`config.mk`:
```
export PLATFORM = sky130hd
export DESIGN_NAME = ads131_sequencer
export DESIGN_NICKNAME = d
export VERILOG_FILES = /design/src/rtl/ads131_pkg.sv /design/src/rtl/ads131_drdy_sync.sv /design/src/rtl/ads131_sequencer.sv
export SDC_FILE = /design/constraint.sdc
export NUM_CORES = 1
export LEC_CHECK = 0
export BUFFER_PORTS_ARGS = -buffer_cell sky130_fd_sc_hd__buf_2
export CORE_MARGIN = 4
export CORE_UTILIZATION = 30
export CTS_CLUSTER_DIAMETER = 30
export DETAILED_ROUTE_END_ITERATION = 8
export GPL_TIMING_DRIVEN = 1
export SLEW_MARGIN = 20
export SYNTH_ARGS = -nofsm -noshare
export SYNTH_HDL_FRONTEND = slang
export SYNTH_SLANG_ARGS = --single-unit
```
`constraint.sdc`:
```
create_clock -name system_clock -period 5.2 [get_ports system_clock]
set_clock_uncertainty 0.1 [all_clocks]
set_input_delay 0.78 -clock system_clock [delete_from_list [all_inputs] [get_ports system_clock]]
set_output_delay 0.78 -clock system_clock [all_outputs]
set_load 0.02 [all_outputs]
```
`src/rtl/ads131_pkg.sv`:
```
// ads131_pkg: shared definitions for the ADS131A0x power-up / streaming sequencer.
//   - 16-bit command words (left-justified into the SPI word by the sequencer)
//   - FSM state encoding (also exported on the 4-bit debug port)
//   - register configuration ROM and the init step table built on top of it
package ads131_pkg;

  localparam logic [15:0] CMD_NULL   = 16'h0000;
  localparam logic [15:0] CMD_UNLOCK = 16'h0655;
  localparam logic [15:0] CMD_WAKEUP = 16'h0033;
  localparam logic [15:0] OP_WREG    = 16'h4000;
  localparam logic [15:0] OP_RREG    = 16'h2000;
  // The ADC acknowledges a WREG by echoing it in RREG format.
  localparam logic [15:0] RSP_WREG   = OP_RREG;

  localparam int unsigned CFG_ENTRIES = 5;

  // Init steps: 0 = UNLOCK, 1..5 = WREG from the ROM, 6 = WAKEUP, 7 = NULL (verify).
  localparam logic [2:0] STEP_UNLOCK = 3'd0;
  localparam logic [2:0] STEP_WAKEUP = 3'd6;
  localparam logic [2:0] STEP_VERIFY = 3'd7;

  typedef enum logic [3:0] {
    ST_IDLE         = 4'd0,
    ST_RESET_LOW    = 4'd1,
    ST_STARTUP_WAIT = 4'd2,
    ST_SEND_UNLOCK  = 4'd3,
    ST_SEND_CFG     = 4'd4,
    ST_SEND_WAKEUP  = 4'd5,
    ST_VERIFY       = 4'd6,
    ST_STREAM_IDLE  = 4'd7,
    ST_STREAM_READ  = 4'd8,
    ST_ERROR        = 4'd9
  } state_t;

  // {addr, data} of each configuration register write, in issue order.
  function automatic logic [15:0] cfg_entry(input logic [2:0] idx);
    case (idx)
      3'd0:    return 16'h0B60;
      3'd1:    return 16'h0C3C;
      3'd2:    return 16'h0D08;
      3'd3:    return 16'h0E86;
      3'd4:    return 16'h0F0F;
      default: return 16'h0000;
    endcase
  endfunction

  function automatic logic [15:0] step_cmd(input logic [2:0] step);
    case (step)
      STEP_UNLOCK:                      return CMD_UNLOCK;
      3'd1, 3'd2, 3'd3, 3'd4, 3'd5:     return OP_WREG | cfg_entry(step - 3'd1);
      STEP_WAKEUP:                      return CMD_WAKEUP;
      default:                          return CMD_NULL;
    endcase
  endfunction

  function automatic logic [15:0] step_rsp(input logic [2:0] step);
    case (step)
      STEP_UNLOCK:                      return CMD_UNLOCK;
      3'd1, 3'd2, 3'd3, 3'd4, 3'd5:     return RSP_WREG | cfg_entry(step - 3'd1);
      STEP_WAKEUP:                      return CMD_WAKEUP;
      default:                          return CMD_NULL;
    endcase
  endfunction

  function automatic state_t step_state(input logic [2:0] step);
    case (step)
      STEP_UNLOCK:                      return ST_SEND_UNLOCK;
      3'd1, 3'd2, 3'd3, 3'd4, 3'd5:     return ST_SEND_CFG;
      STEP_WAKEUP:                      return ST_SEND_WAKEUP;
      default:                          return ST_VERIFY;
    endcase
  endfunction

endpackage

```
`src/rtl/ads131_drdy_sync.sv`:
```
// ads131_drdy_sync: brings the asynchronous DRDY pin into the system clock domain
// and produces a one-cycle pulse for each falling edge.
//   system_clock  in   system clock
//   reset_n       in   synchronous active-low reset
//   adc_drdy_n    in   raw DRDY pin (active-low, asynchronous)
//   drdy_fall     out  registered one-cycle pulse, 3 cycles after the pin falls
module ads131_drdy_sync (
  input  logic system_clock,
  input  logic reset_n,
  input  logic adc_drdy_n,
  output logic drdy_fall
);

  logic sync1, sync2, sync_prev;

  always_ff @(posedge system_clock) begin
    if (!reset_n) begin
      sync1     <= 1'b1;
      sync2     <= 1'b1;
      sync_prev <= 1'b1;
      drdy_fall <= 1'b0;
    end else begin
      sync1     <= adc_drdy_n;
      sync2     <= sync1;
      sync_prev <= sync2;
      drdy_fall <= sync_prev & ~sync2;
    end
  end

endmodule

```
`src/rtl/ads131_sequencer.sv`:
```
// ads131_sequencer: takes the ADS131A0x from power-up to continuous conversion,
// then turns each DRDY falling edge into one frame read.
//   system_clock, reset_n        clock, synchronous active-low reset
//   start_init                   level; leaves IDLE on the first high cycle
//   adc_drdy_n                   raw DRDY pin
//   ADC_RESET                    ADC reset pin (active-low)
//   spi_start/spi_tx_word/
//   spi_frame_last               word launch towards the SPI word engine
//   spi_done/spi_rx_word         word completion from the SPI word engine
//   sample_data/sample_status/
//   sample_valid                 latest frame (ch0 in LSBs) and its strobe
//   init_done/error/overrun      sticky flags
//   state                        debug copy of the FSM state
module ads131_sequencer
  import ads131_pkg::*;
#(
  parameter int unsigned RESET_LOW_CYCLES    = 250000,
  parameter int unsigned STARTUP_WAIT_CYCLES = 1000000,
  parameter int unsigned NUM_CH              = 4,
  parameter int unsigned WORD_BITS           = 24,
  parameter int unsigned MAX_RETRY           = 3
) (
  input  logic                          system_clock,
  input  logic                          reset_n,
  input  logic                          start_init,
  input  logic                          adc_drdy_n,
  output logic                          ADC_RESET,
  output logic                          spi_start,
  output logic [WORD_BITS-1:0]          spi_tx_word,
  output logic                          spi_frame_last,
  input  logic                          spi_done,
  input  logic [WORD_BITS-1:0]          spi_rx_word,
  output logic [NUM_CH*WORD_BITS-1:0]   sample_data,
  output logic [WORD_BITS-1:0]          sample_status,
  output logic                          sample_valid,
  output logic                          init_done,
  output logic                          error,
  output logic                          overrun,
  output logic [3:0]                    state
);

  localparam int unsigned WCW = (NUM_CH < 1) ? 1 : $clog2(NUM_CH + 1);
  localparam int unsigned RCW = (MAX_RETRY < 1) ? 1 : $clog2(MAX_RETRY + 1);
  localparam logic [WCW-1:0] LAST_WORD = WCW'(NUM_CH);
  localparam int unsigned FW = (NUM_CH + 1) * WORD_BITS;

  state_t                      st_q;
  logic [31:0]                 cyc_cnt;
  logic [WCW-1:0]              word_cnt;
  logic [WCW-1:0]              next_word;
  logic                        busy;        // a word is outstanding at the engine
  logic [1:0]                  gap_cnt;     // inter-frame CS-high gap
  logic [2:0]                  step_q;      // init step being sent this frame
  logic [2:0]                  prev_step;   // step whose response arrives this frame
  logic                        prev_valid;
  logic [RCW-1:0]              retry_cnt;
  logic                        drdy_pend;
  logic                        drdy_fall;
  logic [NUM_CH*WORD_BITS-1:0] rx_shift;    // words 0..NUM_CH-1, word0 in LSBs
  logic [FW-1:0]               frame_cat;
  logic                        done_ok;
  logic                        frame_end;
  logic [15:0]                 rsp_word;
  logic                        rsp_match;

  function automatic logic [WORD_BITS-1:0] cmd_word(input logic [15:0] cmd);
    logic [WORD_BITS-1:0] w;
    w = '0;
    w[WORD_BITS-1 -: 16] = cmd;
    return w;
  endfunction

  ads131_drdy_sync u_drdy_sync (
    .system_clock (system_clock),
    .reset_n      (reset_n),
    .adc_drdy_n   (adc_drdy_n),
    .drdy_fall    (drdy_fall)
  );

  always_comb begin
    done_ok   = spi_done && busy;
    frame_end = done_ok && (word_cnt == LAST_WORD);
    next_word = word_cnt + 1'b1;
    frame_cat = {spi_rx_word, rx_shift};
    rsp_word  = frame_cat[WORD_BITS-1 -: 16];
    rsp_match = (rsp_word == step_rsp(prev_step));
  end

  assign state = st_q;

  always_ff @(posedge system_clock) begin
    if (!reset_n) begin
      st_q           <= ST_IDLE;
      ADC_RESET      <= 1'b1;
      spi_start      <= 1'b0;
      spi_tx_word    <= '0;
      spi_frame_last <= 1'b0;
      sample_data    <= '0;
      sample_status  <= '0;
      sample_valid   <= 1'b0;
      init_done      <= 1'b0;
      error          <= 1'b0;
      overrun        <= 1'b0;
      cyc_cnt        <= '0;
      word_cnt       <= '0;
      busy           <= 1'b0;
      gap_cnt        <= '0;
      step_q         <= STEP_UNLOCK;
      prev_step      <= STEP_UNLOCK;
      prev_valid     <= 1'b0;
      retry_cnt      <= '0;
      drdy_pend      <= 1'b0;
      rx_shift       <= '0;
    end else begin
      spi_start    <= 1'b0;
      sample_valid <= 1'b0;
      if (gap_cnt != 2'd0) gap_cnt <= gap_cnt - 2'd1;

      // Word completion: shift in the word and launch the next one of the frame.
      if (done_ok) begin
        busy     <= 1'b0;
        rx_shift <= frame_cat[FW-1:WORD_BITS];
        if (!frame_end) begin
          word_cnt       <= next_word;
          spi_start      <= 1'b1;
          busy           <= 1'b1;
          spi_tx_word    <= '0;
          spi_frame_last <= (next_word == LAST_WORD);
        end
      end

      case (st_q)
        ST_IDLE: begin
          if (start_init) begin
            st_q      <= ST_RESET_LOW;
            ADC_RESET <= 1'b0;
            cyc_cnt   <= '0;
          end
        end

        ST_RESET_LOW: begin
          if (cyc_cnt == 32'(RESET_LOW_CYCLES - 1)) begin
            st_q      <= ST_STARTUP_WAIT;
            ADC_RESET <= 1'b1;
            cyc_cnt   <= '0;
          end else begin
            cyc_cnt <= cyc_cnt + 32'd1;
          end
        end

        ST_STARTUP_WAIT: begin
          if (cyc_cnt == 32'(STARTUP_WAIT_CYCLES - 1)) begin
            st_q           <= ST_SEND_UNLOCK;
            step_q         <= STEP_UNLOCK;
            prev_valid     <= 1'b0;
            retry_cnt      <= '0;
            word_cnt       <= '0;
            spi_start      <= 1'b1;
            busy           <= 1'b1;
            spi_tx_word    <= cmd_word(CMD_UNLOCK);
            spi_frame_last <= 1'b0;
          end else begin
            cyc_cnt <= cyc_cnt + 32'd1;
          end
        end

        // Each frame carries a new command and returns the response to the
        // previous one. After a mismatch the failed command is resent, and
        // the frame following the resend carries a stale response, so that
        // one check is skipped (prev_valid low).
        ST_SEND_UNLOCK, ST_SEND_CFG, ST_SEND_WAKEUP, ST_VERIFY: begin
          if (frame_end) begin
            if (prev_valid && !rsp_match) begin
              if (retry_cnt == RCW'(MAX_RETRY)) begin
                st_q  <= ST_ERROR;
                error <= 1'b1;
              end else begin
                retry_cnt  <= retry_cnt + 1'b1;
                step_q     <= prev_step;
                st_q       <= step_state(prev_step);
                prev_valid <= 1'b0;
                gap_cnt    <= 2'd2;
              end
            end else if (prev_valid && prev_step == STEP_WAKEUP) begin
              init_done <= 1'b1;
              st_q      <= ST_STREAM_IDLE;
              gap_cnt   <= 2'd2;
            end else begin
              if (prev_valid) retry_cnt <= '0;
              prev_step  <= step_q;
              prev_valid <= 1'b1;
              step_q     <= step_q + 3'd1;
              st_q       <= step_state(step_q + 3'd1);
              gap_cnt    <= 2'd2;
            end
          end else if (gap_cnt == 2'd1 && !busy) begin
            word_cnt       <= '0;
            spi_start      <= 1'b1;
            busy           <= 1'b1;
            spi_tx_word    <= cmd_word(step_cmd(step_q));
            spi_frame_last <= 1'b0;
          end
        end

        ST_STREAM_IDLE: begin
          if (drdy_fall) drdy_pend <= 1'b1;
          if ((drdy_fall || drdy_pend) && gap_cnt <= 2'd1 && !busy) begin
            drdy_pend      <= 1'b0;
            st_q           <= ST_STREAM_READ;
            word_cnt       <= '0;
            spi_start      <= 1'b1;
            busy           <= 1'b1;
            spi_tx_word    <= cmd_word(CMD_NULL);
            spi_frame_last <= 1'b0;
          end
        end

        ST_STREAM_READ: begin
          if (drdy_fall) overrun <= 1'b1;
          if (frame_end) begin
            sample_data   <= frame_cat[FW-1:WORD_BITS];
            sample_status <= frame_cat[WORD_BITS-1:0];
            sample_valid  <= 1'b1;
            st_q          <= ST_STREAM_IDLE;
            gap_cnt       <= 2'd2;
          end
        end

        default: ;  // ST_ERROR: only reset leaves
      endcase
    end
  end

endmodule

```
# After elaboration in Yosys (flattened, before gate mapping)
# Index checks and enable logic that the tools add are counted.
# Widths: inputs -> output; s select.
[word_totals] register_bits=303 latchBits=0 ram_bits=0 romBits=0 in_bits=29 output_inout_bits=155 wordCells=211 n_memories=0
[op_classes] n_addsub=7 multipliers=0 div_mod_pow=0 magnitude_cmp=1 eq_ne=51 shift=0 mux=85 bitwise_logic=4 reduce_logical=38
[op_table] operator="$mux 24" count=6
[op_table] operator="$pmux 12 s5" count=2
[op_table] operator="$mux 32" count=3
[op_table] operator="$pmux 32 s3" count=1
[op_table] operator="$pmux 24 s3" count=1
[op_table] operator="$pmux 15 s3" count=1
[op_table] operator="$pmux 14 s3" count=1
[op_table] operator="$eq 3x3->1 const B" count=13
[op_table] operator="$mux 3" count=12
[op_table] operator="$add 32x1->32 const B" count=1
[op_table] operator="$eq 32x18->1 const B" count=1
[op_table] operator="$eq 32x20->1 const B" count=1
[op_table] operator="$mux 4" count=8
[op_table] operator="$eq 3x2->1 const B" count=10
[op_table] operator="$mux 1" count=27
[op_table] operator="$pmux 3 s3" count=3
[op_table] operator="$pmux 4 s6" count=1
[op_table] operator="$mux 2" count=11
[op_table] operator="$eq 16x16->1" count=1
[op_table] operator="$eq 4x3->1 const B" count=4
[op_table] operator="$eq 3x1->1 const B" count=5
[op_table] operator="$logic_not 3->1" count=5
[op_table] operator="$reduce_or 5->1" count=3
[op_table] operator="$ne 2x2->1 const B" count=7
[op_table] operator="31 further kinds" count=58

# Depth between registers and ports, before layout
[logic_depth] depth_word=10 mapped_depth=14

# Hierarchy
# From an unflattened synthesis, not the netlist that was laid out.
[unflattened] hier_cells=1510 area_unflattened_um2=11979.0
[modules_own_cells] mod="ads131_sequencer" instances=1 cells_per_inst=1502 area_per_inst_um2=11871.4 seq_area_each_um2=5985.7
[modules_own_cells] mod="ads131_drdy_sync" instances=1 cells_per_inst=8 area_per_inst_um2=107.6 seq_area_each_um2=80.1

# Worst setup path before layout
# Ideal clock, no wire load.
[synth_path] path_type="flip-flop to flip-flop" from="reg prev_step[1]" to="reg retry_cnt[0]" setup_ns=0.117 arrival_time_ns=3.644 slack_ns=1.339 stages_incl_launch_ff=15 n_path_buf=4 period_less_slack_ns=3.861 cell_sequence="dfxtp_1 > buf_2 > buf_1 > nor2_1 > ha_1 > buf_6 > nor4bb_1 > nor4b_4 > xnor2_1 > or4_1 > o31a_1 > and3_4 > buf_6 > or3_1 > a32o_1"
[synth_between] elab_chain_len=10 elab_cells_between_ends=27
[synth_lines] element="start: declaration" line_no="ads131_sequencer.sv:54" rtl="logic [2:0] prev_step;"
[synth_lines] element="start signal: assignment" line_no="ads131_sequencer.sv:190" rtl="prev_step <= step_q;"
[synth_lines] element="$sub 3x1->3" line_no="ads131_pkg.sv:59" rtl="3'd1, 3'd2, 3'd3, 3'd4, 3'd5: return RSP_WREG | cfg_entry(step - 3'd1);"
[synth_lines] element="$eq 3x3->1, or another cell as far along" line_no="ads131_pkg.sv:37" rtl="case (idx)"
[synth_lines] element="$pmux 12 s5" line_no="ads131_pkg.sv:37"
[synth_lines] element="$pmux 14 s3" line_no="ads131_pkg.sv:57" rtl="case (step)"
[synth_lines] element="$eq 16x16->1" line_no="ads131_sequencer.sv:86" rtl="rsp_match = (rsp_word == step_rsp(prev_step));"
[synth_lines] element="$logic_not 1->1" line_no="ads131_sequencer.sv:173" rtl="if (prev_valid && !rsp_match) begin"
[synth_lines] element="$logic_and 1x1->1" line_no="ads131_sequencer.sv:173"
[synth_lines] element="$mux 2" line_no="ads131_sequencer.sv:173"
[synth_lines] element="$mux 2" line_no="ads131_sequencer.sv:172" rtl="if (frame_end) begin"
[synth_lines] element="$pmux 2 s2" line_no="ads131_sequencer.sv:132" rtl="case (st_q)"
[synth_lines] element="end signal: assignment" line_no="ads131_sequencer.sv:178" rtl="retry_cnt <= retry_cnt + 1'b1;"
[synth_lines] element="end: declaration" line_no="ads131_sequencer.sv:56" rtl="logic [RCW-1:0] retry_cnt;"
# Parallel ways exist; a longest one is shown, timed or not. The select of a mux whose other input is x is not followed.
# A chain may end at the register's enable or synchronous reset.

# Final worst setup path
[layout_path] from="reg prev_step[2]" to="reg retry_cnt[0]"
# The elaborated chain is that of the path after synthesis.

==> impl_metrics.py <==
metrics = {
    "run_status": {
        "outcome": "complete, no violations",
    },
    "grt": {
        "grt.overflow.total": 0,
        "grtUsageTotal_pct": 15.9,
        "grt_pass1_vias": 10500,
        "antenna_found_initial": 0,
        "grt_max_degree": 148,
        "grt_pass1_wl_um": 57100,
        "busiest_layer": "met2",
        "use_met1_pct": 22.0,
        "gr-usage-met2_pct": 23.8,
        "grt_util_met3_pct": 4.59,
    },
    "clocking": {
        "insertion_delay_ns": 0.58,
        "cts_tree": "done",
        "cts_buffer_depth": 3,
        "cts_buffers": 71,
        "cts_setup_buffers": 0,
        "cts_resized": 0,
        "clkTransAtPathRegs_ns": 0.04,
        "cts.sinks": 303,
        "htree_levels": 3,
        "cts-root-buf": "clkbuf_16",
        "cts_hold_buf": 0,
    },
    "pwr": {
        "seqPwrFrac_pct": 31.5,
        "p_leak_nw": 6.11,
        "power.density_nw_per_um2": 476,
        "combPwrFrac_pct": 5.4,
        "swShare_pct": 23.0,
        "power_switching_mw": 1.75,
        "p_int_mw": 5.86,
        "peakVddDrop_v": 0.000363,
        "p_clk_share_pct": 63.2,
    },
    "finish": {
        "layout_commonest_cell": "nand2_1",
        "final_cell_mix": "nand2_1 (482), dfxtp_1 (303), a21oi_1 (251)",
        "diodes": 0,
        "syn_to_final_growth_pct": 32.3,
        "fin_nets": 1722,
        "drive_gt1_share_pct": 19.2,
    },
    "synthesis": {
        "yosysTopAreaCell": "dfxtp_1",
        "ys_seq_area_share_pct": 50.2,
        "netlist-cell-type-count": 68,
        "synthCells": 1517,
        "synth_top_family_by_area": "simple AND/OR/NAND/NOR gates",
        "synth_compound_area_share_pct": 16.1,
        "syn-num-nets": 1561,
        "synth_flop_cell": "dfxtp_1",
        "avgSynthCellArea_um2": 7.96,
        "synth_edf_count": 0,
        "yosys.area_share.adder_pct": 1.55,
        "synth_mux_area_share_pct": 0.766,
        "synth-xor-area-share_pct": 2.61,
        "async_flop_share_pct": 0,
        "synth-simple-area-share_pct": 24.7,
        "yosysWarnings": 0,
        "ys_ff_latch": 303,
        "synthTopCellsByArea": "dfxtp_1 (50%), nand2_1 (15%), a21oi_1 (10%)",
        "netlist_area_um2": 12100,
        "synth_top_area_share_pct": 50.2,
    },
    "critical_path": {
        "required_ns": 5.56,
        "cp.arrival_ns": 4.74,
        "critPathCaptureType": "register",
        "crit_buf_inv": 1,
        "cp.depth": 10,
        "slowest_stage": "dfxtp_1",
        "crit_path_cell_trace": "inv_1 > ha_1 > nor4bb_1 > nor4b_4 > xnor2_1 > or4_1 > o31a_1 > and3_4 > or3_1 > a32o_1",
        "start_kind": "register",
        "crit_type": "register to register",
        "cp_top_family": "simple AND/OR/NAND/NOR gates",
        "slowest_delay_ns": 0.71,
        "critPathMaxFanout": 18,
        "ff2ff_path_depth": 10,
    },
    "sta": {
        "grt_setup_unrepaired": "no",
        "tightest_slew_ns": 1.04,
        "final.setup.worst_slack_ns": 0.820,
        "slew_headroom_pct": 30.3,
        "tns_ns": 0,
        "period_minus_slack_ns": 4.38,
        "period_share_pct": 84.2,
        "hold_viol_final": 0,
        "setup_viol_count_final": 0,
        "fmax_ghz": 0.228,
        "finalMaxSlewViolations": 0,
    },
    "route": {
        "drcViolationCount": 0,
        "wirelength_um": 36100,
        "antenna_left": 0,
        "first_pass_iters": 8,
        "via_per_inst": 4.89,
        "post_drt_wl_per_cell_um": 16.0,
        "vias": 11000,
        "drt-initial-drc-count": 733,
    },
    "run": {
        "max_cap_violations": 0,
    },
    "floorplan": {
        "initial_core_util_pct": 30.4,
        "dieHeight_um": 209,
        "fp.dieW_um": 209,
        "die_area_um2": 43500,
        "rows": 73,
        "ioPinCount": 184,
        "core_area_um2": 39700,
    },
    "worst_hold_path": {
        "holdPathStages": 2,
        "hold_class": "input port to register",
    },
    "place": {
        "portBuffers": 183,
        "gp_congestion": 0.789,
        "dp_worst_setup_slack_ns": 0.872,
        "hpwlAfterDp_um": 23800,
    },
}
## power groups by stage
stage,Clock [mW],Sequential (mW),Combinational [mW]
after global placement,0,2.44,0.392
after detailed placement,0,2.43,0.398
after floorplan,0,2.42,0.291
after global routing,5.03,2.39,0.461
after CTS,4.89,2.39,0.400
final,4.80,2.39,0.408
## metrics by stage
stage                     utilization [%]  hold slack, ns  area [um2]  std cells  total power [mW]
after floorplan                         -           0.286       12100       1517              2.71
after global placement               33.5           0.301       13300       2129              2.83
after detailed placement             33.5           0.298       13300       2129              2.83
after CTS                            40.1           0.264       15900       2259              7.68
after global routing                 40.2           0.285       16000       2260              7.89
final                                40.2           0.303       16000       2260              7.60
## path summary, 6_finish.rpt
check | end | slack [ns] | startpoint
worst max register to register | retry_cnt[0]$_SDFFE_PN0P_ | 0.82 | prev_step[2]$_SDFFE_PN0P_
worst min register to register | u_drdy_sync.sync2$_SDFF_PN1_ | 0.31 | u_drdy_sync.sync1$_SDFF_PN1_
worst min-delay path | u_drdy_sync.sync1$_SDFF_PN1_ | 0.30 | adc_drdy_n
worst max-delay path | retry_cnt[0]$_SDFFE_PN0P_ | 0.82 | prev_step[2]$_SDFFE_PN0P_
## state kept, by name, indices dropped and copies added, names as in the netlist, 2 cells and up
signal / flops
cyc_cnt: 32
gap_cnt: 2
prev_step: 3
retry_cnt: 2
rx_shift: 96
sample_data: 96
sample_status: 24
spi_tx_word: 24
state: 4
step_q: 3
word_cnt: 3
## kinds of logic (layout without fill, tap and decap cells)
logic type               Yosys count  count (layout)
adder cells (fa/ha/maj)           15              15
AND/OR/NAND/NOR                  689             689
flip-flops                       303             303
XOR/XNOR                          36              36
buffers and inverters            120             338
AO/OA/AOI/OAI                    345             345
multiplexers                       9               9
## synth_stat cells (3+ instances only)
| cell | count |
|---|---|
| o211ai_1 | 7 |
| or4_1 | 7 |
| xnor2_1 | 18 |
| o21ai_0 | 29 |
| a31oi_1 | 5 |
| ha_1 | 15 |
| buf_6 | 4 |
| xor2_1 | 18 |
| nor2_1 | 71 |
| nand4_1 | 8 |
| o41ai_1 | 4 |
| a41oi_1 | 3 |
| nand3_1 | 20 |
| clkbuf_1 | 85 |
| nor4_1 | 6 |
| o21a_1 | 4 |
| dfxtp_1 | 303 |
| a21o_1 | 6 |
| and4_1 | 5 |
| nor3_1 | 12 |
| inv_1 | 17 |
| a21oi_1 | 251 |
| a22o_1 | 3 |
| a311oi_1 | 4 |
| mux2i_1 | 7 |
| or3_1 | 8 |
| o22ai_1 | 3 |
| and3_1 | 15 |
| and2_1 | 18 |
| nand2b_1 | 13 |
| nand2_1 | 484 |
| buf_1 | 9 |
| nand3b_1 | 4 |
| nand4bb_1 | 3 |
| buf_2 | 3 |
## cell type report
cell class                 instances  area [um2]
clock inverter                    44         683
clock buffer                      86        1960
timing repair buffer             190         992
inverter                          18        72.6
tap                              525         657
fill                            4023       23700
multi-input combinational       1094        5560
sequential                       303        6070
## per-layer routing
| metal | share of wire [%] | up-vias |
|---|---|---|
| met4 | 1.9 | 0 |
| met1 | 47 | 5240 |
| met5 | 0 | - |
| met2 | 45 | 302 |
| met3 | 6.6 | 51 |
| li1 | - | 5451 |
Note: power is estimated with default switching activity, not from simulation.
